[src/rtl/pc_sequencer_if.sv]
// Fetch-side bus between the PC sequencer (master) and instruction memory /
// next-address datapath (slave): fetch handshake plus redirect controls.
interface pc_sequencer_if #(
    parameter int ADDR_W = 5
);
    logic [ADDR_W-1:0] pc;
    logic              pc_valid;
    logic              pc_ready;
    logic              branch_en;
    logic [ADDR_W-1:0] branch_off;
    logic              jump_en;
    logic [ADDR_W-1:0] jump_target;
    logic              call_en;
    logic              ret_en;
    logic              halt_req;
    logic              resume;

    // Handshake: a fetch transfers on any rising edge where pc_valid && pc_ready.
    // pc/pc_valid are held stable until that transfer; redirects are sampled only then.
    modport master (
        output pc, pc_valid,
        input  pc_ready, branch_en, branch_off, jump_en, jump_target,
               call_en, ret_en, halt_req, resume
    );

    modport slave (
        input  pc, pc_valid,
        output pc_ready, branch_en, branch_off, jump_en, jump_target,
               call_en, ret_en, halt_req, resume
    );
endinterface

[src/rtl/pc_sequencer.sv]
// Registered PC sequencer: IDLE/RUN/HALT FSM, next-PC selection on fetch handshake.
// Optional return-address stack built when macro PC_RAS_EN is defined.
module pc_sequencer #(
    parameter int                ADDR_W    = 5,
    parameter logic [ADDR_W-1:0] RESET_PC  = '0,
    parameter int                RAS_DEPTH = 4
) (
    input  logic                clk,
    input  logic                rst_n,
    pc_sequencer_if.master      bus,
    output logic [1:0]          state,
    output logic                ras_err
);
    typedef enum logic [1:0] {
        IDLE = 2'd0,
        RUN  = 2'd1,
        HALT = 2'd2
    } state_e;

    state_e            r_state;
    logic [ADDR_W-1:0] r_pc;
    logic              r_pc_valid;

    logic              w_fire;
    logic [ADDR_W-1:0] w_seq_pc;
    logic [ADDR_W-1:0] w_br_pc;
    logic [ADDR_W-1:0] w_next_pc;
    logic              w_ret_take;
    logic [ADDR_W-1:0] w_ret_pc;

    assign w_fire   = r_pc_valid & bus.pc_ready;
    assign w_seq_pc = r_pc + ADDR_W'(1);
    assign w_br_pc  = w_seq_pc + bus.branch_off;

`ifdef PC_RAS_EN
    localparam int PW = (RAS_DEPTH > 1) ? $clog2(RAS_DEPTH) : 1;
    localparam int CW = $clog2(RAS_DEPTH + 1);

    logic [ADDR_W-1:0] r_ras [RAS_DEPTH];
    logic [PW-1:0]     r_wp;
    logic [CW-1:0]     r_cnt;
    logic              r_ras_err;

    logic [PW-1:0]     w_wp_inc;
    logic [PW-1:0]     w_wp_dec;
    logic              w_ras_empty;
    logic              w_ras_full;
    logic              w_push;
    logic              w_pop;

    // Circular buffer: pushing when full overwrites the oldest entry naturally.
    assign w_wp_inc    = (r_wp == PW'(RAS_DEPTH - 1)) ? '0 : r_wp + PW'(1);
    assign w_wp_dec    = (r_wp == '0) ? PW'(RAS_DEPTH - 1) : r_wp - PW'(1);
    assign w_ras_empty = (r_cnt == '0);
    assign w_ras_full  = (r_cnt == CW'(RAS_DEPTH));
    assign w_pop       = w_fire & bus.ret_en;
    assign w_push      = w_fire & ~bus.ret_en & bus.call_en;
    assign w_ret_take  = bus.ret_en;
    assign w_ret_pc    = w_ras_empty ? w_seq_pc : r_ras[w_wp_dec];
    assign ras_err     = r_ras_err;

    always_ff @(posedge clk or negedge rst_n) begin
        if (!rst_n) begin
            for (int i = 0; i < RAS_DEPTH; i++) r_ras[i] <= '0;
            r_wp      <= '0;
            r_cnt     <= '0;
            r_ras_err <= 1'b0;
        end else if (w_pop) begin
            if (w_ras_empty) begin
                r_ras_err <= 1'b1;
            end else begin
                r_wp  <= w_wp_dec;
                r_cnt <= r_cnt - CW'(1);
            end
        end else if (w_push) begin
            r_ras[r_wp] <= w_seq_pc;
            r_wp        <= w_wp_inc;
            if (w_ras_full) r_ras_err <= 1'b1;
            else            r_cnt     <= r_cnt + CW'(1);
        end
    end
`else
    logic w_unused;

    assign w_ret_take = 1'b0;
    assign w_ret_pc   = w_seq_pc;
    assign ras_err    = 1'b0;
    assign w_unused   = &{1'b0, bus.ret_en, RAS_DEPTH[0]};
`endif

    // Priority: return > call/jump > branch > sequential.
    always_comb begin
        w_next_pc = w_seq_pc;
        if (w_ret_take)                      w_next_pc = w_ret_pc;
        else if (bus.call_en || bus.jump_en) w_next_pc = bus.jump_target;
        else if (bus.branch_en)              w_next_pc = w_br_pc;
    end

    always_ff @(posedge clk or negedge rst_n) begin
        if (!rst_n) begin
            r_state    <= IDLE;
            r_pc       <= RESET_PC;
            r_pc_valid <= 1'b0;
        end else begin
            case (r_state)
                IDLE: begin
                    r_state    <= RUN;
                    r_pc_valid <= 1'b1;
                end
                RUN: begin
                    if (w_fire) r_pc <= w_next_pc;
                    if (bus.halt_req) begin
                        r_state    <= HALT;
                        r_pc_valid <= 1'b0;
                    end
                end
                HALT: begin
                    if (bus.resume && !bus.halt_req) begin
                        r_state    <= RUN;
                        r_pc_valid <= 1'b1;
                    end
                end
                default: begin
                    r_state    <= IDLE;
                    r_pc_valid <= 1'b0;
                end
            endcase
        end
    end

    assign bus.pc       = r_pc;
    assign bus.pc_valid = r_pc_valid;
    assign state        = r_state;
endmodule

[src/flat_wrapper.sv]
// flat-port wrapper written by rule: the top's interface ports become plain ports
module pc_sequencer_flat 
#(
    parameter int                ADDR_W    = 5,
    parameter logic [ADDR_W-1:0] RESET_PC  = '0,
    parameter int                RAS_DEPTH = 4
)
  (clk, rst_n, state, ras_err, bus_pc, bus_pc_valid, bus_pc_ready, bus_branch_en, bus_branch_off, bus_jump_en, bus_jump_target, bus_call_en, bus_ret_en, bus_halt_req, bus_resume);
  pc_sequencer_if #(.ADDR_W(ADDR_W)) bus_i ();
  input  logic clk;
  input  logic rst_n;
  output logic [1:0] state;
  output logic ras_err;
  output wire logic [$bits(bus_i.pc)-1:0] bus_pc;
  output wire logic [$bits(bus_i.pc_valid)-1:0] bus_pc_valid;
  input wire logic [$bits(bus_i.pc_ready)-1:0] bus_pc_ready;
  input wire logic [$bits(bus_i.branch_en)-1:0] bus_branch_en;
  input wire logic [$bits(bus_i.branch_off)-1:0] bus_branch_off;
  input wire logic [$bits(bus_i.jump_en)-1:0] bus_jump_en;
  input wire logic [$bits(bus_i.jump_target)-1:0] bus_jump_target;
  input wire logic [$bits(bus_i.call_en)-1:0] bus_call_en;
  input wire logic [$bits(bus_i.ret_en)-1:0] bus_ret_en;
  input wire logic [$bits(bus_i.halt_req)-1:0] bus_halt_req;
  input wire logic [$bits(bus_i.resume)-1:0] bus_resume;
  assign bus_pc = bus_i.pc;
  assign bus_pc_valid = bus_i.pc_valid;
  assign bus_i.pc_ready = bus_pc_ready;
  assign bus_i.branch_en = bus_branch_en;
  assign bus_i.branch_off = bus_branch_off;
  assign bus_i.jump_en = bus_jump_en;
  assign bus_i.jump_target = bus_jump_target;
  assign bus_i.call_en = bus_call_en;
  assign bus_i.ret_en = bus_ret_en;
  assign bus_i.halt_req = bus_halt_req;
  assign bus_i.resume = bus_resume;
  pc_sequencer #(.ADDR_W(ADDR_W), .RESET_PC(RESET_PC), .RAS_DEPTH(RAS_DEPTH)) u_core (.clk(clk), .rst_n(rst_n), .bus(bus_i), .state(state), .ras_err(ras_err));
endmodule
[config.mk]
export PLATFORM = sky130hd
export DESIGN_NAME = pc_sequencer_flat
export DESIGN_NICKNAME = d
export VERILOG_FILES = /design/src/rtl/pc_sequencer_if.sv /design/src/rtl/pc_sequencer.sv /design/src/flat_wrapper.sv
export SDC_FILE = /design/constraint.sdc
export NUM_CORES = 1
export LEC_CHECK = 0
export ABC_AREA = 1
export BUFFER_PORTS_ARGS = -buffer_cell sky130_fd_sc_hd__buf_2
export CAP_MARGIN = 20
export CORE_MARGIN = 2
export CORE_UTILIZATION = 49
export DETAILED_ROUTE_END_ITERATION = 7
export GPL_TIMING_DRIVEN = 0
export PLACE_DENSITY = 0.82
export SLEW_MARGIN = 25
export SYNTH_ARGS = -nofsm -noshare
export SYNTH_HDL_FRONTEND = slang
export SYNTH_SLANG_ARGS = --single-unit
[constraint.sdc]
create_clock -name clk -period 3.3 [get_ports clk]
set_input_delay 0.33 -clock clk [delete_from_list [all_inputs] [get_ports clk]]
set_output_delay 0.33 -clock clk [all_outputs]
set_load 0.03 [all_outputs]
==> out/metrics.yaml <==
outcome:
  outcome: "complete, no violations"
final_layout:
  antennaDiodeCount: 0
  drive_above_1_share_pct: 31.4
  fin_util_pct: 65.4
  stdcell_count: 133
  area_growth_pct: 26.6
  nets: 146
  fin_area_um2: 841
worst_hold_path:
  worstHoldPathCells: 2
  hp-start: "bus_halt_req"
  hold_class: "input pin to register"
synthesis:
  synth_common_cells: "nand2_1, a21oi_1, nor2_1"
  synth-async-reset-ratio_pct: 100
  synth_most_common_cell: "nand2_1"
  yosys.area.top_type: "dfrtp_1"
  syn_nets: 115
  yosysTopAreaCellShare_pct: 30.1
  synth_cell_types: 24
  synth-edff-count: 0
  synth_ff_type: "dfrtp_1"
  synth-seq-cells: 8
  synth.area.top_cells: "dfrtp_1, ha_1, a21oi_1, nand2_1, nand3_1"
  synth.avg_cell_area_um2: 7.47
  yosysSeqAreaShare_pct: 30.1
  syn_area_um2: 664
  synthCells: 89
  ys.warnings.count: 0
placed_design:
  gp_congestion: 0.766
  hpwlAfterDp_um: 1240
  place_area_um2: 808
  port_buffers: 25
  placed_cells: 129
  preCtsSetupSlack_ns: 1.35
worst_setup_path:
  crit_path_end_kind: "register"
  r2r_cells: 12
  cp.arrival_ns: 2.12
  cp-start-kind: "register"
  worst-setup-path-type: "register to register"
  critical_path.reg2reg.startpoint: "u_core.bus.pc[0]"
  startpoint: "u_core.bus.pc[0]"
  worstPathMaxFanout: 5
  crit_required_ns: 3.45
power_and_ir_drop:
  cellLeakagePower_uw: 0.000446
  powerDensity_mw_per_mm2: 996
  ir_drop_v: 0.000460
die:
  start_util_pct: 51.7
  dieArea_mm2: 0.00167
  ios: 28
  fp.dieH_um: 40.8
  row_count: 13
  fp.dieW_um: 40.8
  core_area_mm2: 0.00128
global_routing:
  grt_pass1_vias: 538
  track_usage_pct: 22.2
  grt_max_degree: 9
  grt_first_pass_wirelength_um: 2300
  antenna_found_initial: 0
  gr-total-overflow: 0
clock_network:
  clkSinkCount: 8
  cts.repair.resized: 0
  clk_pin_slew_ns: 0.06
  cts_root_buf: "clkbuf_4"
  cts_hold_buf: 1
  clk_path_buf_depth: 2
  insertion_delay_ns: 0.26
  h-tree-depth: 1
  numCtsBuffers: 3
  post_cts_buffers: 0
  cts_tree: "done"
route:
  drt-total-wl_um: 1530
  viasPerCell: 5.20
  post_drt_wl_per_cell_um: 11.5
  ant_nets: 0
  first_iter_violations: 7
  num_vias: 691
  drc: 0
  firstDrtPassIters: 4
sta:
  fin_crit_sh_pct: 59.8
  finalSetupViolations: 0
  rsz0062_at_grt: "no"
  final-hold-violation-count: 0
  fmax_mhz: 507
  maxSlewViolCount: 0
  period_needed_ns: 1.97
  clock_skew_ns: 0.00668
  fin_tns_setup_ns: 0
  setup_slack_ns: 1.33
flow_run:
  max_cap_viol_count: 0
-- power breakdown --
group | leakage (µW) | internal, µW | switching, µW
Clock | 0.0000138 | 41.9 | 37.5
Sequential | 0.0000946 | 146 | 64.8
Combinational | 0.000337 | 207 | 340
-- kinds of logic (layout without fill, tap and decap cells) --
| group | Yosys count | after routing | share of synthesized area (%) |
|---|---|---|---|
| flops | 8 | 8 | 30.1 |
| xor+xnor | 3 | 3 | 3.96 |
| simple gates | 38 | 38 | 27.5 |
| other cells | 1 | 1 | 0.564 |
| buf+inv | 13 | 42 | 7.91 |
| fa+ha+maj | 7 | 7 | 14.3 |
| compound gates | 19 | 19 | 15.6 |
-- final cells by class --
class / instances / area [µm²]
well taps: 15 / 18.8
fillers: 115 / 444
plain buffers: 1 / 7.51
flip-flops and latches: 8 / 200
repair buffers: 26 / 135
multi-input cells: 68 / 412
inverters: 12 / 45.0
clock buffers: 3 / 22.5
-- through the flow --
step | hold slack (ns) | total power (µW)
detailed placement | 0.181 | 759
global placement | 0.175 | 733
CTS | 0.310 | 840
global route | 0.315 | 925
finish | 0.318 | 837
floorplan | 0.0344 | 620
-- layer usage --
| metal | share of wire [%] | global-route usage [%] | routed length, µm |
|---|---|---|---|
| met1 | 45 | 30.4 | 686 |
| met2 | 48 | 30.5 | 731 |
| met3 | 5.0 | 4.89 | 77 |
| met4 | 2.5 | 15.0 | 38 |
| met5 | 0 | 0 | 0 |
-- worst paths after layout --
| kind | end | slack, ns |
|---|---|---|
| max | u_core.bus.pc[4] | 1.33 |
| min | u_core.state[0] | 0.32 |
| max reg2reg | u_core.bus.pc[4] | 1.33 |
| min reg2reg | u_core.bus.pc[4] | 0.54 |
| max in group asynchronous | u_core.state[1] | 2.69 |
| min in group asynchronous | u_core.bus.pc[1] | 0.44 |
-- worst max-delay path, stage by stage, from the launching register on --
cell	delay, ns
dfrtp_1	0.43
ha_1	0.27
xnor2_1	0.21
inv_1	0.09
ha_1	0.30
nand3_1	0.11
nand2_1	0.06
nand2_1	0.08
nand3_1	0.06
nand2_1	0.06
nand3_1	0.07
nand2_1	0.06
nand2_1	0.05
-- flip-flops by register name (all words and copies together) (netlist names) --
signal               count
u_core.bus.pc_valid      1
u_core.bus.pc            5
u_core.state             2
-- cell usage in the layout (no fill, tap or decap), types with 2 or more instances in the layout --
cell and count:
nand4_1 2, buf_2 25, ha_1 6, o21ai_0 3, inv_1 8, nand3_2 2
nand2_1 13, o21ai_1 2, clkbuf_4 3, inv_2 2, a21oi_1 10, xor2_1 2
dfrtp_1 8, nor2_1 10, o22ai_1 2, clkinv_1 2, nand3_1 8
No activity file was read; power rests on OpenSTA's default activity.
